`src/rtl/pe_pkg.sv`:
```
// pe_pkg: shared definitions for the pe_dot dot-product engine.
//   pe_state_t   control FSM state encoding
//   PE_*         default parameter values for pe_dot
package pe_pkg;

    typedef enum logic [1:0] {
        ST_IDLE  = 2'd0,
        ST_ACCUM = 2'd1,
        ST_HOLD  = 2'd2
    } pe_state_t;

    localparam int PE_LANES    = 4;
    localparam int PE_W_BITS   = 4;
    localparam int PE_A_BITS   = 8;
    localparam int PE_ACC_LEN  = 16;
    localparam int PE_ACC_BITS = 32;

endpackage

```
`src/rtl/pe_mac_lane.sv`:
```
// pe_mac_lane: one weight x activation multiplier with a registered product.
//   clk, reset_n   clock, async active-low reset
//   en             capture the product this cycle
//   clr            synchronous zero of the product register (wins over en)
//   is_signed      1: operands are two's complement, 0: unsigned
//   weight         W_BITS operand
//   activation     A_BITS operand
//   product        signed product, one bit wider than W_BITS+A_BITS so that
//                  both the unsigned and signed ranges fit
module pe_mac_lane #(
    parameter int W_BITS = 4,
    parameter int A_BITS = 8
) (
    input  logic                       clk,
    input  logic                       reset_n,
    input  logic                       en,
    input  logic                       clr,
    input  logic                       is_signed,
    input  logic [W_BITS-1:0]          weight,
    input  logic [A_BITS-1:0]          activation,
    output logic signed [W_BITS+A_BITS:0] product
);

    localparam int P_BITS = W_BITS + A_BITS + 1;

    logic signed [W_BITS:0] w_ext;
    logic signed [A_BITS:0] a_ext;
    logic signed [P_BITS-1:0] full;

    // One extra top bit per operand: a copy of the MSB in signed mode, zero
    // in unsigned mode, so a single signed multiplier serves both modes.
    assign w_ext = {is_signed & weight[W_BITS-1], weight};
    assign a_ext = {is_signed & activation[A_BITS-1], activation};
    assign full  = P_BITS'(w_ext) * P_BITS'(a_ext);

    always_ff @(posedge clk or negedge reset_n) begin
        if (!reset_n) begin
            product <= '0;
        end else if (clr) begin
            product <= '0;
        end else if (en) begin
            product <= full;
        end
    end

endmodule

```
`src/rtl/pe_dot.sv`:
```
// pe_dot: LANES-wide dot-product accumulator over windows of ACC_LEN beats.
//   clk, reset_n        clock, async active-low reset
//   i_valid / o_ready   input beat handshake (i_weight, i_activation, i_signed)
//   i_signed            operand mode, sampled on the first beat of a window
//   i_clear             synchronous abort of the current window
//   o_valid / i_ready   result handshake (o_calculated, o_overflow)
// Build option: define PE_DOT_SATURATE_EN to clamp the accumulator and report
// o_overflow; otherwise it wraps modulo 2^ACC_BITS and o_overflow is 0.
//
// state    | meaning
// ---------+------------------------------------------------
// ST_IDLE  | counter 0, stage 1 empty
// ST_ACCUM | window open or last beat still in stage 1
// ST_HOLD  | pipeline frozen, result waiting for i_ready
module pe_dot
    import pe_pkg::*;
#(
    parameter int LANES    = PE_LANES,
    parameter int W_BITS   = PE_W_BITS,
    parameter int A_BITS   = PE_A_BITS,
    parameter int ACC_LEN  = PE_ACC_LEN,
    parameter int ACC_BITS = PE_ACC_BITS
) (
    input  logic                       clk,
    input  logic                       reset_n,
    input  logic                       i_valid,
    output logic                       o_ready,
    input  logic [LANES*W_BITS-1:0]    i_weight,
    input  logic [LANES*A_BITS-1:0]    i_activation,
    input  logic                       i_signed,
    input  logic                       i_clear,
    output logic                       o_valid,
    input  logic                       i_ready,
    output logic [ACC_BITS-1:0]        o_calculated,
    output logic                       o_overflow
);

    localparam int P_BITS   = W_BITS + A_BITS + 1;
    localparam int LS_BITS  = P_BITS + $clog2(LANES) + 1;
    localparam int CNT_BITS = (ACC_LEN > 1) ? $clog2(ACC_LEN) : 1;

    pe_state_t             state;
    logic [CNT_BITS-1:0]   cnt;
    logic                  mode_q;
    logic                  s1_valid;
    logic                  s1_last;
    logic [ACC_BITS-1:0]   acc;
    logic [ACC_BITS-1:0]   acc_next;
    logic signed [P_BITS-1:0]  prod [LANES];
    logic signed [LS_BITS-1:0] lane_sum;

    logic advance;
    logic accept;
    logic last_beat;
    logic mode_beat;
    logic lane_en;

    assign advance   = !(o_valid && !i_ready);
    assign o_ready   = advance || i_clear;
    assign accept    = i_valid && advance && !i_clear;
    assign last_beat = (cnt == CNT_BITS'(ACC_LEN - 1));
    assign mode_beat = (cnt == '0) ? i_signed : mode_q;
    // Lanes sit still between windows when nothing is offered.
    assign lane_en   = advance && (i_valid || state != ST_IDLE);

    for (genvar k = 0; k < LANES; k++) begin : g_lane
        pe_mac_lane #(
            .W_BITS (W_BITS),
            .A_BITS (A_BITS)
        ) u_lane (
            .clk        (clk),
            .reset_n    (reset_n),
            .en         (lane_en),
            .clr        (i_clear),
            .is_signed  (mode_beat),
            .weight     (i_weight[k*W_BITS +: W_BITS]),
            .activation (i_activation[k*A_BITS +: A_BITS]),
            .product    (prod[k])
        );
    end

    always_comb begin
        lane_sum = '0;
        for (int k = 0; k < LANES; k++) begin
            lane_sum = lane_sum + LS_BITS'(prod[k]);
        end
    end

`ifdef PE_DOT_SATURATE_EN
    localparam int SUM_BITS = ACC_BITS + LS_BITS;
    localparam logic signed [SUM_BITS-1:0] HI_U =
        {{(SUM_BITS-ACC_BITS){1'b0}}, {ACC_BITS{1'b1}}};
    localparam logic signed [SUM_BITS-1:0] HI_S =
        {{(SUM_BITS-ACC_BITS+1){1'b0}}, {(ACC_BITS-1){1'b1}}};
    localparam logic signed [SUM_BITS-1:0] LO_S =
        {{(SUM_BITS-ACC_BITS+1){1'b1}}, {(ACC_BITS-1){1'b0}}};

    logic                      s1_signed;
    logic                      ovf_acc;
    logic                      sat_hit;
    logic signed [SUM_BITS-1:0] acc_ext;
    logic signed [SUM_BITS-1:0] sum_raw;

    // Sum in a wide signed domain, then clamp to the window mode's range.
    always_comb begin
        acc_ext  = s1_signed ? {{(SUM_BITS-ACC_BITS){acc[ACC_BITS-1]}}, acc}
                             : {{(SUM_BITS-ACC_BITS){1'b0}}, acc};
        sum_raw  = acc_ext + SUM_BITS'(lane_sum);
        acc_next = sum_raw[ACC_BITS-1:0];
        sat_hit  = 1'b0;
        if (s1_signed && sum_raw > HI_S) begin
            acc_next = HI_S[ACC_BITS-1:0];
            sat_hit  = 1'b1;
        end else if (!s1_signed && sum_raw > HI_U) begin
            acc_next = HI_U[ACC_BITS-1:0];
            sat_hit  = 1'b1;
        end else if (s1_signed && sum_raw < LO_S) begin
            acc_next = LO_S[ACC_BITS-1:0];
            sat_hit  = 1'b1;
        end
    end

    always_ff @(posedge clk or negedge reset_n) begin
        if (!reset_n) begin
            s1_signed  <= 1'b0;
            ovf_acc    <= 1'b0;
            o_overflow <= 1'b0;
        end else if (i_clear) begin
            s1_signed  <= 1'b0;
            ovf_acc    <= 1'b0;
            o_overflow <= 1'b0;
        end else if (advance) begin
            s1_signed <= mode_beat;
            if (s1_valid) begin
                if (s1_last) begin
                    o_overflow <= ovf_acc | sat_hit;
                    ovf_acc    <= 1'b0;
                end else begin
                    ovf_acc <= ovf_acc | sat_hit;
                end
            end
        end
    end
`else
    always_comb acc_next = acc + ACC_BITS'(lane_sum);

    assign o_overflow = 1'b0;
`endif

    always_ff @(posedge clk or negedge reset_n) begin
        if (!reset_n) begin
            state        <= ST_IDLE;
            cnt          <= '0;
            mode_q       <= 1'b0;
            s1_valid     <= 1'b0;
            s1_last      <= 1'b0;
            acc          <= '0;
            o_valid      <= 1'b0;
            o_calculated <= '0;
        end else if (i_clear) begin
            state    <= ST_IDLE;
            cnt      <= '0;
            mode_q   <= 1'b0;
            s1_valid <= 1'b0;
            s1_last  <= 1'b0;
            acc      <= '0;
            o_valid  <= 1'b0;
        end else if (advance) begin
            s1_valid <= accept;
            s1_last  <= accept && last_beat;
            if (accept) begin
                cnt <= last_beat ? '0 : cnt + CNT_BITS'(1);
                if (cnt == '0) begin
                    mode_q <= i_signed;
                end
            end
            // Either no result is pending or it is being taken this edge.
            o_valid <= s1_valid && s1_last;
            if (s1_valid) begin
                if (s1_last) begin
                    o_calculated <= acc_next;
                    acc          <= '0;
                end else begin
                    acc <= acc_next;
                end
            end
            state <= (accept || cnt != '0) ? ST_ACCUM : ST_IDLE;
        end else begin
            state <= ST_HOLD;
        end
    end

endmodule

```
`config.mk`:
```
export PLATFORM = sky130hd
export DESIGN_NAME = pe_dot
export DESIGN_NICKNAME = d
export VERILOG_FILES = /design/src/rtl/pe_pkg.sv /design/src/rtl/pe_mac_lane.sv /design/src/rtl/pe_dot.sv
export SDC_FILE = /design/constraint.sdc
export NUM_CORES = 1
export LEC_CHECK = 0
export CAP_MARGIN = 20
export CORE_UTILIZATION = 45
export DETAILED_ROUTE_END_ITERATION = 10
export DONT_BUFFER_PORTS = 1
export PLACE_DENSITY = 0.6
export SLEW_MARGIN = 20
export SYNTH_ARGS = -nofsm -noshare
export SYNTH_HDL_FRONTEND = slang
export SYNTH_SLANG_ARGS = --single-unit
```
`constraint.sdc`:
```
create_clock -name clk -period 6.6 [get_ports clk]
set_clock_uncertainty 0.15 [all_clocks]
set_input_delay 1.32 -clock clk [delete_from_list [all_inputs] [get_ports clk]]
set_output_delay 1.32 -clock clk [all_outputs]
set_load 0.01 [all_outputs]
```
Word-level counts from Yosys, hierarchy flattened. Cells that the tools add are included.

Latch bits: 0. Input bits: 54. Output and inout port bits: 35. Bits in read-only memories: 0. Logic and storage cells: 83. Register bits: 126. Memories kept: 0. Memory bits (writable): 0.

Multipliers: 4. Divide/modulo/power cells: 0. Bitwise operators: 10. Magnitude comparators: 0. Shifts and indexed selects: 0. Multiplexer cells: 29. Equality and inequality tests: 2. $add $sub $neg: 5. Reduce and logical (&&, ||, !) cells: 21.

Operators by type and width (number): $mux W32 (4); $mux W13 (8); $mul A5 B9 Y13 (4); $add A32 B32 Y32 (1); $add A15 B13 Y16 (1); $mux W4 (4); $add A14 B13 Y15 (1); $add A13 B13 Y14 (1); $mux W1 (11); $and A1 B1 Y1 (8); $reduce_bool A2 Y1 (4); $logic_and A1 B1 Y1 (6); $add A4 B1 Y4 const B (1); $eq A4 B4 Y1 const B (1); $logic_not A4 Y1 (1); $mux W2 (2); $reduce_and A2 Y1 (2); $reduce_and A4 Y1 (1); $reduce_bool A4 Y1 (1); $logic_not A1 Y1 (3); $logic_or A1 B1 Y1 (3); $ne A2 B2 Y1 const B (1); $not A1 Y1 (2).

Depth between registers and ports, before layout. Gate-level depths: netlist of the first run.

Depth after elaboration: 9. Gate-level depth with buffers: 24. Mapped depth without buffers: 24.

Cells and area by module. From an unflattened synthesis of the first run, not the netlist that was laid out.

Cells, all modules: 1589. Area, all modules: 14430.1 µm².

Modules (own cells, without submodules): pe_dot (area each 6237.2 µm², sequential area each 1851.8 µm², cells each 691, times used 1); pe_mac_lane (g_lane[1].u_lane ...) (area each 2049.5 µm², sequential area each 325.3 µm², cells each 225, times used 3); pe_mac_lane (g_lane[0].u_lane) (area each 2044.5 µm², sequential area each 325.3 µm², cells each 223, times used 1).

Least setup slack after synthesis of the first run. OpenSTA, ideal clock, no wires.

Kind: register -> register. Start: register g_lane[0].u_lane.product[1]. End: register o_calculated[28]. Path buffers: 0. Data required time: 6325 ps. Clock period less this slack: 5804 ps. Slack: 796 ps. Cell stages (with the launch flop): 24. Data arrival time: 5529 ps. Library setup time: 125 ps. Cells stage by stage: dfrtp_1 > inv_1 > fa_1 > fa_1 > inv_1 > ha_1 > inv_1 > fa_1 > nor2b_1 > o2111ai_1 > nand3_1 > o221ai_2 > o211ai_1 > o2bb2ai_1 > ha_1 > a21oi_1 > o211ai_1 > a221o_1 > nor3_2 > a21oi_4 > a2111oi_2 > o21bai_1 > xor2_1 > mux2_2.

Word-level cells in the longest chain between the ends: 4.

RTL lines: start, declared (RTL line pe_mac_lane.sv:21) `output logic signed [W_BITS+A_BITS:0] product`; start signal, assigned (RTL line pe_mac_lane.sv:42) `product <= full;`; $add A13 B13 Y14 (RTL line pe_dot.sv:85) `lane_sum = lane_sum + LS_BITS'(prod[k]);`; $add A14 B13 Y15 (RTL line pe_dot.sv:85); $add A15 B13 Y16 (RTL line pe_dot.sv:85); $add A32 B32 Y32 (RTL line pe_dot.sv:145) `always_comb acc_next = acc + ACC_BITS'(lane_sum);`; end signal, assigned (RTL line pe_dot.sv:181) `o_calculated <= acc_next;`; end, declared (RTL line pe_dot.sv:34) `output logic [ACC_BITS-1:0] o_calculated,`.

Every way passes these cells. A chain may end at the register's enable or synchronous reset.

Worst setup path in the final report of the first run.
Start: register g_lane[0].u_lane.product[2]. End: register o_calculated[25].

Same word-level chain as after synthesis.

==> results of run 1 <==
-- final timing paths --
path / end / slack (ns) / startpoint
worst max-delay path: o_calculated[25] / 0.64 / g_lane[0].u_lane.product[2]
worst min-delay path: g_lane[3].u_lane.product[5] / 0.33 / g_lane[3].u_lane.product[5]
worst max register to register: o_calculated[25] / 0.64 / g_lane[0].u_lane.product[2]
worst min register to register: g_lane[3].u_lane.product[5] / 0.33 / g_lane[3].u_lane.product[5]
max in group asynchronous: g_lane[0].u_lane.product[3] / 5.68 / reset_n
min in group asynchronous: o_calculated[24] / 0.45 / reset_n
-- cell type report --
class / count / area share
Multi-Input combinational cell: 980 / 0.639
Sequential cell: 126 / 0.222
Inverter: 209 / 0.0552
Tap cell: 384 / 0.0338
Clock buffer: 19 / 0.0319
Clock inverter: 13 / 0.0149
Timing Repair Buffer: 7 / 0.00370
-- routing by layer --
layer / wire length [µm] / part of all wire / vias up / GRT usage
met5: 0 / 0 / - / 0
li1: - / - / 4438 / -
met4: 208 / 0.0079 / 0 / 0.0417
met1: 12600 / 0.48 / 4460 / 0.254
met2: 12600 / 0.48 / 130 / 0.310
met3: 844 / 0.032 / 20 / 0.0270
-- state kept, by name, summed over array words and instances, names as in the netlist --
register               cells
mode_q                     1
state                      2
s1_valid                   1
g_lane.u_lane.product     52
o_valid                    1
cnt                        4
acc                       32
o_calculated              32
s1_last                    1
-- where the power goes --
| part | switching [mW] | total [mW] | internal (mW) |
|---|---|---|---|
| sequential | 0.105 | 1.04 | 0.930 |
| clock | 0.364 | 1.06 | 0.691 |
| combinational | 2.73 | 4.68 | 1.94 |
| total | 3.20 | 6.77 | 3.56 |
-- synthesized netlist by cell type (28+ instances only) --
master / count / area [µm²]
sky130_fd_sc_hd__a21oi_1: 71 / 355
sky130_fd_sc_hd__a22o_1: 73 / 639
sky130_fd_sc_hd__and2_1: 65 / 407
sky130_fd_sc_hd__clkbuf_1: 28 / 105
sky130_fd_sc_hd__dfrtp_1: 126 / 3150
sky130_fd_sc_hd__fa_1: 136 / 2720
sky130_fd_sc_hd__ha_1: 135 / 1690
sky130_fd_sc_hd__inv_1: 209 / 785
sky130_fd_sc_hd__mux2_2: 28 / 315
sky130_fd_sc_hd__nand2_1: 116 / 435
sky130_fd_sc_hd__nor2_1: 46 / 173
sky130_fd_sc_hd__or2_2: 31 / 194
sky130_fd_sc_hd__xnor2_1: 76 / 666
-- worst max-delay path, cell delays in order, from the launching register on --
cell and delay, ns:
sky130_fd_sc_hd__dfrtp_1 0.37, sky130_fd_sc_hd__inv_1 0.07, sky130_fd_sc_hd__fa_1 0.49, sky130_fd_sc_hd__fa_1 0.53
sky130_fd_sc_hd__inv_1 0.05, sky130_fd_sc_hd__ha_1 0.26, sky130_fd_sc_hd__a21o_1 0.18, sky130_fd_sc_hd__a21oi_1 0.22
sky130_fd_sc_hd__nor2b_1 0.08, sky130_fd_sc_hd__o21a_1 0.18, sky130_fd_sc_hd__o21a_1 0.17, sky130_fd_sc_hd__nor2_1 0.16
sky130_fd_sc_hd__o31ai_1 0.13, sky130_fd_sc_hd__o41ai_1 0.34, sky130_fd_sc_hd__xnor2_1 0.26, sky130_fd_sc_hd__ha_1 0.35
sky130_fd_sc_hd__a21oi_1 0.13, sky130_fd_sc_hd__o21ai_0 0.12, sky130_fd_sc_hd__a22o_1 0.25, sky130_fd_sc_hd__a21o_1 0.21
sky130_fd_sc_hd__a21bo_2 0.28, sky130_fd_sc_hd__a2111oi_4 0.35, sky130_fd_sc_hd__nor3_1 0.10, sky130_fd_sc_hd__xor2_1 0.16
sky130_fd_sc_hd__mux2_2 0.26
-- kinds of logic (layout without fill, tap and decap cells) --
group           count (synthesis)  after routing  share of synthesized area
flops                         126            126                      0.240
other cells                     1              1                   0.000286
mux                            28             28                     0.0240
compound gates                261            261                      0.144
xor+xnor                       95             95                     0.0634
fa+ha+maj                     271            271                      0.336
buf+inv                       244            248                     0.0701
simple gates                  324            324                      0.122
-- per-stage QoR --
step	utilization	cell area [µm²]	hold slack [ns]	total power, mW	cells
after floorplan	-	13100	0.299	4.74	1350
after global placement	0.472	13500	0.313	5.65	1706
after detailed placement	0.472	13500	0.317	5.70	1706
after CTS	0.495	14200	0.330	6.80	1738
after global routing	0.495	14200	0.351	7.42	1738
final	0.495	14200	0.327	6.77	1738
==> reports/qor.yml, run 1 <==
result_of_the_run: "completed"
global_route.usage.total: 0.185
drt_pre_antenna_iters: 7
cts_root_buf: "sky130_fd_sc_hd__clkbuf_16"
max-cap-violations: 0
area_of_the_die_mm2: 0.0299
wire_length_of_the_first_global_routing_pass_mm: 45.5
worstSkewPairLatency_ns: 0.42
synthDistinctLibCells: 57
hpwl_mm: 20.7
antenna_violating_nets_left: 0
antenna_violations_before_repair: 0
placement_rows: 62
num-fill-cells: 2718
cts_tree: "done"
die_width_um: 173
synth_instances: 1350
ctsLongestPathBuffers: 2
timing.setup.tns_ns: 0
grt.overflow.total: 0
portBuffers: 0
final_cell_mix: "sky130_fd_sc_hd__inv_1, sky130_fd_sc_hd__fa_1, sky130_fd_sc_hd__ha_1, sky130_fd_sc_hd__dfrtp_1, sky130_fd_sc_hd__nand2_1"
ios: 89
synth-seq-cells: 126
antenna_cells_inserted: 0
seq_area_mm2: 0.00315
hold_viol_final: 0
numCtsBuffers: 17
timing_worst_slew_pin_value_ns: 0.946
final.min_clock_period_ns: 5.96
share_of_the_clock_period_used_by_the_worst_path: 0.904
post-cts-setup-buffers: 0
post_drt_wl_per_cell_um: 15.1
finalWirelength_mm: 26.2
synth.avg_cell_area_um2: 9.72
netlist_area_mm2: 0.0131
leading_cell_type_in_the_layout_fill_and_taps_excluded: "sky130_fd_sc_hd__inv_1"
yosys_warnings: 0
syn_nets: 1675
end_kind: "flip-flop"
cts_resized: 0
final_net_count: 1666
synth_enable_flop_cells: 0
synthFlopType: "sky130_fd_sc_hd__dfrtp_1"
dr.first_iter.drc_count: 450
arrival_ns: 6.12
floorplan.core_area_mm2: 0.0287
postSynth.asyncResetShare: 1.00
slew_viol_final: 0
crit_type: "reg2reg"
cts_hold_buffers: 0
ctsHtreeMaxLevel: 4
finalWeightedCongestion: 0.836
max-vdd-ir-drop_mv: 0.307
drc: 0
multi_input_comb_area_mm2: 0.00907
number_of_vias_after_detailed_routing: 9048
maximum_fanout_along_the_worst_path: 5
area_growth_syn_to_layout_pct: 8.27
via_count_of_the_first_global_routing_pass: 9427
setup_violations: 0
fraction_of_final_layout_cells_with_drive_strength_greater_than_1: 0.0835
detail_route.vias_per_cell: 5.21
die_h_um: 173
largest_net_degree_at_the_start_of_global_routing: 127
r2r_cells: 24
clkSlewWorstSetupHoldPaths_ns: 0.06
min_delay_path_depth: 2
synth.yosys.seq_area_share: 0.240
p_leak_nw: 7.18
dp_slack_ns: 0.434
rsz_0062_raised_after_global_routing: "no"
hold_class: "reg2reg"
number_of_clock_sinks_seen_by_cts: 126
postLayoutSetupSlackWorst_ns: 0.636
floorplan.initialDensity: 0.457
start_kind: "flip-flop"
clock.fmax_mhz: 168
worstPathRequired_ns: 6.75
relative_slew_margins: 0.368
power_density_mw_per_mm2: 476
(Power assumes the default switching activity.)
==> run 2, diff against run 1 <==
--- a/config.mk
+++ b/config.mk
@@ -10,7 +10,7 @@
 export DETAILED_ROUTE_END_ITERATION = 10
 export DONT_BUFFER_PORTS = 1
 export PLACE_DENSITY = 0.6
-export SLEW_MARGIN = 20
+export SLEW_MARGIN = 0
 export SYNTH_ARGS = -nofsm -noshare
 export SYNTH_HDL_FRONTEND = slang
 export SYNTH_SLANG_ARGS = --single-unit
==> results of run 2 <==
Final layout, timing and power as in run 1 (identical DEF).
